[src/rtl/pc_fetch_ctrl.sv]
// Fetch-stage sequencer: owns the PC, issues instruction-memory requests
// over a req/ready handshake, arbitrates redirects against hazard stalls,
// and raises the IF/ID and ID/EX flushes on an accepted redirect.
module pc_fetch_ctrl #(
  parameter logic [31:0] RESET_PC = 32'h0000_0000,
  parameter int unsigned CNT_W    = 16
) (
  input  logic             clk,
  input  logic             rstn,
  input  logic             hz_stall,
  input  logic             ex_valid,
  input  logic [2:0]       ex_npc_op,
  input  logic             ex_branch_taken,
  input  logic [31:0]      npc_in,
  output logic [2:0]       npc_op,
  output logic             imem_req,
  output logic [31:0]      imem_addr,
  input  logic             imem_ready,
  output logic [31:0]      pc,
  output logic             if_valid,
  output logic             flush_ifid,
  output logic             flush_idex,
  output logic [CNT_W-1:0] redir_cnt
);

  localparam logic [2:0]  OP_PLUS4  = 3'b000;
  localparam logic [2:0]  OP_BRANCH = 3'b001;
  localparam logic [2:0]  OP_JUMP   = 3'b010;
  localparam logic [2:0]  OP_JALR   = 3'b100;
  localparam logic [31:0] ALIGN_MSK = 32'hFFFF_FFFE;

  typedef enum logic [1:0] {
    ISSUE = 2'd0,  // no request outstanding
    BUSY  = 2'd1,  // request outstanding, response wanted
    PEND  = 2'd2   // request outstanding, response is wrong-path
  } state_e;

  state_e           state_q, state_d;
  logic [31:0]      pc_q, pc_d;
  logic [31:0]      pend_pc_q, pend_pc_d;
  logic [CNT_W-1:0] redir_cnt_q, redir_cnt_d;
  logic             redir;
  logic             req_int;
  logic             valid_int;

  // Redirect decode and its combinational side effects (mux op, flushes, counter)
  always_comb begin
    redir = rstn & ex_valid &
            ((ex_npc_op == OP_JUMP) | (ex_npc_op == OP_JALR) |
             ((ex_npc_op == OP_BRANCH) & ex_branch_taken));
    npc_op      = redir ? ex_npc_op : OP_PLUS4;
    flush_ifid  = redir;
    flush_idex  = redir;
    redir_cnt_d = redir_cnt_q;
    if (redir && (redir_cnt_q != '1)) begin
      redir_cnt_d = redir_cnt_q + CNT_W'(1);
    end
  end

  // Next-state, PC update and handshake outputs
  always_comb begin
    state_d   = state_q;
    pc_d      = pc_q;
    pend_pc_d = pend_pc_q;
    req_int   = 1'b0;
    valid_int = 1'b0;
    case (state_q)
      ISSUE: begin
        if (redir) begin
          pc_d = npc_in & ALIGN_MSK;
        end else if (!hz_stall) begin
          req_int = 1'b1;
          if (imem_ready) begin
            valid_int = 1'b1;
            pc_d      = npc_in & ALIGN_MSK;
          end else begin
            state_d = BUSY;
          end
        end
      end
      BUSY: begin
        req_int = 1'b1;
        if (redir) begin
          if (imem_ready) begin
            pc_d    = npc_in & ALIGN_MSK;
            state_d = ISSUE;
          end else begin
            pend_pc_d = npc_in;
            state_d   = PEND;
          end
        end else if (imem_ready) begin
          // A stall at completion drops the response and leaves the PC,
          // so the same address is fetched again from ISSUE.
          state_d = ISSUE;
          if (!hz_stall) begin
            valid_int = 1'b1;
            pc_d      = npc_in & ALIGN_MSK;
          end
        end
      end
      PEND: begin
        req_int = 1'b1;
        if (redir) begin
          pend_pc_d = npc_in;
        end
        if (imem_ready) begin
          pc_d    = (redir ? npc_in : pend_pc_q) & ALIGN_MSK;
          state_d = ISSUE;
        end
      end
      default: begin
        state_d = ISSUE;
      end
    endcase
  end

  // Outputs forced quiet while reset is held
  always_comb begin
    imem_req  = rstn & req_int;
    if_valid  = rstn & valid_int;
    imem_addr = pc_q;
    pc        = pc_q;
    redir_cnt = redir_cnt_q;
  end

  // State, PC and counter registers
  always_ff @(posedge clk or negedge rstn) begin
    if (!rstn) begin
      state_q     <= ISSUE;
      pc_q        <= RESET_PC;
      pend_pc_q   <= '0;
      redir_cnt_q <= '0;
    end else begin
      state_q     <= state_d;
      pc_q        <= pc_d;
      pend_pc_q   <= pend_pc_d;
      redir_cnt_q <= redir_cnt_d;
    end
  end

endmodule

[config.mk]
export PLATFORM = sky130hd
export DESIGN_NAME = pc_fetch_ctrl
export DESIGN_NICKNAME = d
export VERILOG_FILES = /design/src/rtl/pc_fetch_ctrl.sv
export SDC_FILE = /design/constraint.sdc
export NUM_CORES = 1
export LEC_CHECK = 0
export BUFFER_PORTS_ARGS = -buffer_cell sky130_fd_sc_hd__buf_4
export CAP_MARGIN = 0
export CORE_MARGIN = 5
export CORE_UTILIZATION = 43
export DETAILED_ROUTE_END_ITERATION = 12
export GPL_TIMING_DRIVEN = 0
export PLACE_DENSITY = 0.66
export SLEW_MARGIN = 30
export SYNTH_ARGS = -nofsm -noshare
export SYNTH_HDL_FRONTEND = slang
export SYNTH_SLANG_ARGS = --single-unit
export TNS_END_PERCENT = 50
[constraint.sdc]
create_clock -name clk -period 3.9 [get_ports clk]
set_input_delay 0.195 -clock clk [delete_from_list [all_inputs] [get_ports clk]]
set_output_delay 0.195 -clock clk [all_outputs]
set_load 0.005 [all_outputs]
# Word-level counts from Yosys, hierarchy flattened
# Cells that the tools add are included.
dict set report totals {
  reg_bits 81
  input_bits 41
  elab_cells 64
  output_inout_bits 87
}
dict set report classes {
  n_addsub 1
  reduce_logical 8
  n_eq_ne 15
  bitwise 7
  mux 29
}
# cell n
set ops {}
lappend ops {{$mux W32} 10}
lappend ops {{$pmux W32 S3} 1}
lappend ops {{$pmux W32 S2} 1}
lappend ops {{$add A16 B1 Y16 const B} 1}
lappend ops {{$ne A16 B16 Y1 const B} 1}
lappend ops {{$mux W2} 6}
lappend ops {{$ne A2 B2 Y1 const B} 6}
lappend ops {{$ne A3 B3 Y1 const B} 3}
lappend ops {{$mux W1} 7}
lappend ops {{$pmux W2 S3} 1}
lappend ops {{$reduce_and A3 Y1} 2}
lappend ops {{$and A1 B1 Y1} 5}
lappend ops {{$reduce_and A5 Y1} 1}
lappend ops {{$pmux W1 S2} 2}
lappend ops {{$eq A3 B1 Y1 const B} 1}
lappend ops {{$eq A3 B2 Y1 const B} 1}
lappend ops {{$eq A3 B3 Y1 const B} 1}
lappend ops {{$mux W3} 1}
lappend ops {{$reduce_bool A3 Y1} 1}
lappend ops {{$eq A2 B1 Y1 const B} 1}
lappend ops {{$eq A2 B2 Y1 const B} 1}
lappend ops {{$logic_not A2 Y1} 1}
lappend ops {{$or A1 B1 Y1} 2}
lappend ops {{$reduce_bool A2 Y1} 1}
lappend ops {{2 further kinds} 2}

# Logic depth before layout (Yosys ltp)
# Gate-level depths: netlist (run 1).
dict set report depth {
  word_depth 7
  depth_mapped 9
  depth_no_buf 7
}

# Worst setup path before layout (run 1)
# OpenSTA, ideal clock, no wires.
dict set report synth_path {
  path_kind {register -> register}
  startpoint {register state_q[1]}
  endpoint {register pend_pc_q[10]}
  stages_incl_launch_ff 8
  period_less_slack_ps 1853
  required_time_ps 3775
  setup_ps 125
  arrival_ps 1728
  slack_ps 2047
  n_path_buf 2
  cell_sequence {dfrtp_1 inv_1 ha_1 clkbuf_1 mux2i_1 nor2_1 buf_2 mux2_2}
}
dict set report synth_via {
  elab_chain_cells 3
  elab_cells_between_ends 7
  classes_between {eq/ne (4); mux (1); reduce/logical (2)}
}
# item line
set synth_rtl {}
lappend synth_rtl {{start, declared} 38} ;# state_e state_q, state_d;
lappend synth_rtl {{start signal, assigned} 134} ;# state_q <= state_d;
lappend synth_rtl {{$eq A2 B1 Y1 / $eq A2 B2 Y1 (equally long branches)} 67} ;# case (state_q)
lappend synth_rtl {{$ne A2 B2 Y1 (no line) / $reduce_bool A2 Y1 (equally long branches)} --}
lappend synth_rtl {{$reduce_and A3 Y1 (no line)} --}
lappend synth_rtl {{end signal, assigned} 136} ;# pend_pc_q <= pend_pc_d;
lappend synth_rtl {{end, declared} 40} ;# logic [31:0] pend_pc_q, pend_pc_d;
# Several ways; a longest one is shown, not always the timed one.
# A chain may end at the register's enable or synchronous reset.

# Final worst setup path (run 1)
dict set report layout_path {
  startpoint {input rstn}
  endpoint {output imem_req}
}
dict set report layout_via {
  elab_chain_cells 5
}
# item line
set layout_rtl {}
lappend layout_rtl {{start, declared} 9} ;# input logic rstn,
lappend layout_rtl {{$and A1 B1 Y1 (2 in a row)} 48} ;# redir = rstn & ex_valid &
lappend layout_rtl {{$mux W1} 69} ;# if (redir) begin
lappend layout_rtl {{$pmux W1 S2} 67}
lappend layout_rtl {{$and A1 B1 Y1 *} 119} ;# imem_req = rstn & req_int;
lappend layout_rtl {{end, declared} 16} ;# output logic imem_req,
# Every way passes the cells marked *; elsewhere a longest branch is shown, timed or not.

==> reports/qor.yml, run 1 <==
status: "completed"
pre_cts_ws_ps: 1160
synthCells: 559
antenna_found_initial: 0
syn_area_sq_um: 5750
cts.path.max_buffers: 2
layout_common_cells: "buf_4, mux2_2, dfrtp_1"
drv_slew: 0
reg2reg_slack_ps: 1660
holdPathStages: 2
cts_tree: "done"
yosysWarnings: 0
cpPeakStageDelay_ps: 610
postLayoutCellArea_sq_um: 7250
maxClockFrequency_mhz: 346
tns_ps: 0
period_share_pct: 74.1
period_needed_ps: 2890
nets: 743
synth_edf_count: 0
drt_iter0_markers: 280
crit_slowest_cell: "buf_6"
synthFlopType: "dfrtp_1"
port_buffers: 126
area_growth_pct: 26.1
fin_ws_ps: 1010
drc: 0
async_flop_share_pct: 100
worst_slew_pin_slew_ps: 802
slew_headroom_pct: 46.5
crit_fanout: 84
crit_path_end_kind: "output port"
r2r-end: "imem_addr[17]"
clk_pin_slew_worst_paths_ps: 60
h-tree-depth: 3
vias_per_cell: 5.69
clk_latency_ps: 350
die_h_microns: 126
p_leak_nw: 3.37
ir_drop_mv: 0.285
dr.pass1.iters: 5
cts.sinks: 81
reg2reg_depth: 9
grt_pass1_wl_microns: 26700
die-area_sq_um: 15800
powerDensity_nw_per_um2: 706
synth_cell_types: 44
worstHoldStart: "npc_in[19]"
rsz0062_at_grt: "no"
hold_class: "primary input to flop"
setup_violations: 0
drive_gt1_share_pct: 44.7
cp-start-kind: "primary input"
ys_seq_elements: 81
placed_area_sq_um: 6920
holdPathEnd: "pend_pc_q[19]"
route.final.wire_length_microns: 16100
ant_nets: 0
final_common_cell: "buf_4"
crit_family: "buffers and inverters"
routed-via-count: 4996
postSynthAreaPerCell_sq_um: 10.3
syn_nets: 605
r2r-start: "state_q[0]"
crit_type: "primary input to output port"
drv_cap: 0
cp_data_required_time_ps: 3700
hold_ws_ps: 113
grtUsageTotal_pct: 20.4
fp.dieW_microns: 126
core_region_area_sq_um: 13200
wl_per_cell_microns: 18.4
grt_pass1_vias: 5202
fp-row-count: 42
hold_violations: 0
start_util_pct: 43.6
cp.arrival_ps: 2690
overflow: 0
path_buf_inv: 5
skew_ps: 5.30
cpMostUsedCell: "buf_4"
hpwl_microns: 11100
finalPower_w: 0.00512
numCtsBuffers: 9
grt_max_degree: 85
boundaryPins: 128
ys_seq_area_share_pct: 35.2
crit_chain: "dlygate4sd3_1, buf_6, and2_1, o311ai_2, buf_4, buf_4, and3_1, nor2_1, nor3b_1, buf_4"
root_buffer: "clkbuf_16"
gp_congestion: 0.825
n_antenna_cell: 0
[power breakdown]
group | switching [W] | total (W) | leakage [nW] | internal [W]
sequential | 0.000334 | 0.00153 | 1.01 | 0.00120
clock | 0.000373 | 0.000933 | 0.144 | 0.000560
combinational | 0.00118 | 0.00266 | 2.22 | 0.00148
total | 0.00189 | 0.00512 | 3.37 | 0.00323
[worst reg2reg max path, stage by stage (launching register included)]
cell and delay (ps):
dfrtp_1 430, inv_1 100, ha_1 270, a21oi_1 160, a21oi_1 70, a221oi_2 280
buf_2 250, buf_2 310, o21a_1 180, o22ai_1 70
[synthesized netlist by cell type, drive strengths merged, types with 2 or more instances]
library cell,number,area share [%]
mux2,123,24
xnor2,10,1.5
clkbuf,21,1.4
nand4,6,0.65
nor2,37,2.4
mux2i,33,5.7
ha,5,1.1
and2,5,0.54
nor3b,2,0.26
a41oi,2,0.30
and3,11,1.2
o22ai,30,3.3
o31ai,2,0.26
nand3,5,0.43
dfrtp,81,35
nor3,2,0.17
o21a,30,3.9
a22oi,30,3.9
o311ai,2,0.43
nand2,5,0.33
buf,57,6.8
o21ai,32,2.8
xor2,2,0.30
and4,3,0.46
a21oi,7,0.61
inv,5,0.33
[how the worst max path moves through the flow]
| stage | from | end | cells after the start |
|---|---|---|---|
| after floorplan | state_q[1] | pend_pc_q[10] | 7 |
| after global placement | rstn | imem_addr[22] | 9 |
| after detailed placement | rstn | imem_addr[17] | 9 |
| after CTS | rstn | imem_req | 10 |
| after global routing | rstn | imem_addr[26] | 10 |
| final | rstn | imem_req | 10 |
[registers in the layout (all words and copies together), names as in the netlist]
signal and count:
imem_addr 32, pend_pc_q 31, redir_cnt 16, state_q 2
[logic make-up after synthesis]
| family | Yosys count | synth area share (%) |
|---|---|---|
| simple gates | 79 | 6.83 |
| xor+xnor | 12 | 1.83 |
| compound gates | 143 | 16.7 |
| flops | 81 | 35.2 |
| buf+inv | 83 | 8.52 |
| fa+ha+maj | 5 | 1.09 |
| mux | 156 | 29.8 |
[metrics by stage]
| step | cells | utilization, % |
|---|---|---|
| global placement | 861 | 52.5 |
| finish | 878 | 55.0 |
| global route | 878 | 55.0 |
| CTS | 878 | 55.0 |
| detailed placement | 861 | 52.5 |
| floorplan | 559 | - |
[timing repair]
action                                 CTS  global route
buffers inserted                         0             0
resized for setup                        0             0
hold buffers                             1             0
endpoints found under the hold margin   81             0
[area by class of cell]
cell class / count / area (sq um)
Tap cell: 176 / 220
Fill cell: 1196 / 5940
Sequential cell: 81 / 2030
Inverter: 5 / 18.8
Clock buffer: 9 / 225
Clock inverter: 7 / 95.1
Multi-Input combinational cell: 395 / 3240
Timing Repair Buffer: 127 / 960
Buffer: 78 / 472
[per-layer routing]
layer  GRT usage [%]  part of all wire (%)  vias up
li1                -                     -     2317
met2            33.9                    50      173
met1            26.7                    44     2484
met5               0                     0        -
met3            3.05                   5.1       22
met4            8.16                   1.9        0
Power figures use the tool's default switching activity.
==> inputs of run 2 (changes only) <==
PLACE_DENSITY = 0.68   (was 0.66)
clock period = 2.5 ns   (was 3.9 ns; I/O delays follow)
==> reports/qor.yml, run 2 (synthesized netlist as in run 1, its figures left out) <==
numCtsBuffers: 9  # unchanged
cts.path.max_buffers: 2  # unchanged
h-tree-depth: 3  # unchanged
area_growth_pct: 26.2  # about the same
grt_max_degree: 85  # unchanged
slew_headroom_pct: 52.0  # +5.5 points
core_region_area_sq_um: 13200  # unchanged
drt_iter0_markers: 446  # +59%
antenna_found_initial: 0  # unchanged
ir_drop_mv: 0.485  # +70%
root_buffer: "clkbuf_16"
drv_cap: 0  # unchanged
largest_reg_flops: 32  # unchanged
worst_slew_pin_slew_ps: 719  # -83.0 ps
hpwl_microns: 11000  # -0.39%
layout_common_cells: "buf_4, mux2_2, dfrtp_1"
p_leak_nw: 3.39  # +0.56%
fp-row-count: 42  # unchanged
fin_util_pct: 55.0  # about the same
period_share_pct: 92.7
cts.sinks: 81  # unchanged
drive_gt1_share_pct: 44.7  # about the same
crit_path_end_kind: "flop"
violations: "hold timing"
maxClockFrequency_mhz: 432
cp.arrival_ps: 2540  # -150 ps
cp-start-kind: "flop"
grt_pass1_vias: 5192  # -0.19%
die_h_microns: 126  # unchanged
start_util_pct: 43.6  # unchanged
cp_data_required_time_ps: 2730  # -970 ps
hold_violations: 81  # +81
powerDensity_nw_per_um2: 1110  # +57%
setup_violations: 0  # unchanged
ant_nets: 0  # unchanged
gp_congestion: 0.827  # +0.33%
wl_per_cell_microns: 18.2  # -0.74%
port_buffers: 126  # unchanged
fp.dieW_microns: 126  # unchanged
cts_tree: "done"
clk_pin_slew_worst_paths_ps: 60  # about the same
dr.pass1.iters: 5  # unchanged
boundaryPins: 128  # unchanged
rsz0062_at_grt: "no"
clk_latency_ps: 350  # about the same
reg2reg_depth: 7  # -2
status: "finished, violations left"
route.final.wire_length_microns: 16000  # -0.97%
overflow: 0  # unchanged
crit_fanout: 10  # -88%
routed-via-count: 4958  # -0.76%
die-area_sq_um: 15800  # unchanged
crit_type: "flop to flop"
placed_area_sq_um: 6920  # unchanged
grtUsageTotal_pct: 20.3  # -0.032 points
hold_class: "primary input to asynchronous set/reset pin"
drv_slew: 0  # unchanged
finalPower_w: 0.00807  # +58%
drc: 0  # unchanged
final_common_cell: "buf_4"
nets: 741  # -0.27%
n_antenna_cell: 0  # unchanged
cts_setup_buffers: 0  # unchanged
grt_pass1_wl_microns: 26500  # -0.54%
period_needed_ps: 2320
postLayoutCellArea_sq_um: 7260  # about the same
skew_ps: 5.10  # -0.208 ps
hold_ws_ps: -206  # -320 ps
n_fill_cell: 1167  # -2.4%
vias_per_cell: 5.66  # -0.53%
[run 2: cell types whose count changed in the layout (fill, tap and decap cells not counted)]
cell           previous run  this run
clkinvlp_4                4         0
clkbuf_2                  0         1
buf_6                     3         2
clkbuf_8                  0         1
clkinv_4                  0         1
dlygate4sd3_1             1         0
bufinv_16                 2         3
[run 2: power breakdown]
group	switching (W)	total, W	internal [W]
logic	0.00185	0.00416	0.00231
clock network	0.000548	0.00153	0.000977
registers	0.000524	0.00239	0.00187
total	0.00292	0.00807	0.00515
[run 2: per-stage QoR]
stage / setup WS, ps / TNS (ps) / std cells
final: 183 / 0 / 876
after global routing: 2.92 / 0 / 876
after CTS: 20.8 / 0 / 877
after detailed placement: -130 / -3380 / 861
after global placement: -360 / -17540 / 861
after floorplan: 647 / 0 / 559
[run 2: final timing paths]
path	end	slack (ps)	start
worst max-delay path	pend_pc_q[21]	180	state_q[1]
worst min-delay path	pend_pc_q[9]	-210	rstn
worst max register to register	pend_pc_q[21]	180	state_q[1]
worst min register to register	redir_cnt[4]	490	redir_cnt[4]
max in group asynchronous	imem_addr[1]	2170	rstn
min in group clk	pend_pc_q[14]	40	npc_in[14]
[run 2: area by class of cell]
class / instances / area, sq um / share of cell area, %
multi-input cells: 395 / 3240 / 44.6
clock inverters: 5 / 104 / 1.43
well taps: 176 / 220 / 3.03
repair buffers: 126 / 952 / 13.1
plain buffers: 77 / 469 / 6.46
clock buffers: 11 / 233 / 3.21
inverters: 5 / 18.8 / 0.258
flip-flops and latches: 81 / 2030 / 27.9
[run 2: layer usage]
layer | track usage (%) | wire, microns | part of all wire, %
met5 | 0 | 0 | 0
met4 | 8.99 | 314 | 2.0
met1 | 26.7 | 7150 | 45
met3 | 3.18 | 755 | 4.7
met2 | 33.3 | 7760 | 49
[run 2: critical path, cell delays in order (launching register included)]
cell,delay (ps)
dfrtp_1,420
inv_1,100
ha_1,170
clkbuf_1,420
mux2i_1,140
nor2_1,230
buf_2,340
mux2_2,380
[run 2: what timing repair did]
action / 4_1_cts / 5_1_grt
pin swaps: 0 / 0
resized for setup: 1 / 1
endpoints found under the hold margin: 81 / 81
setup endpoints to repair: 1 / 6
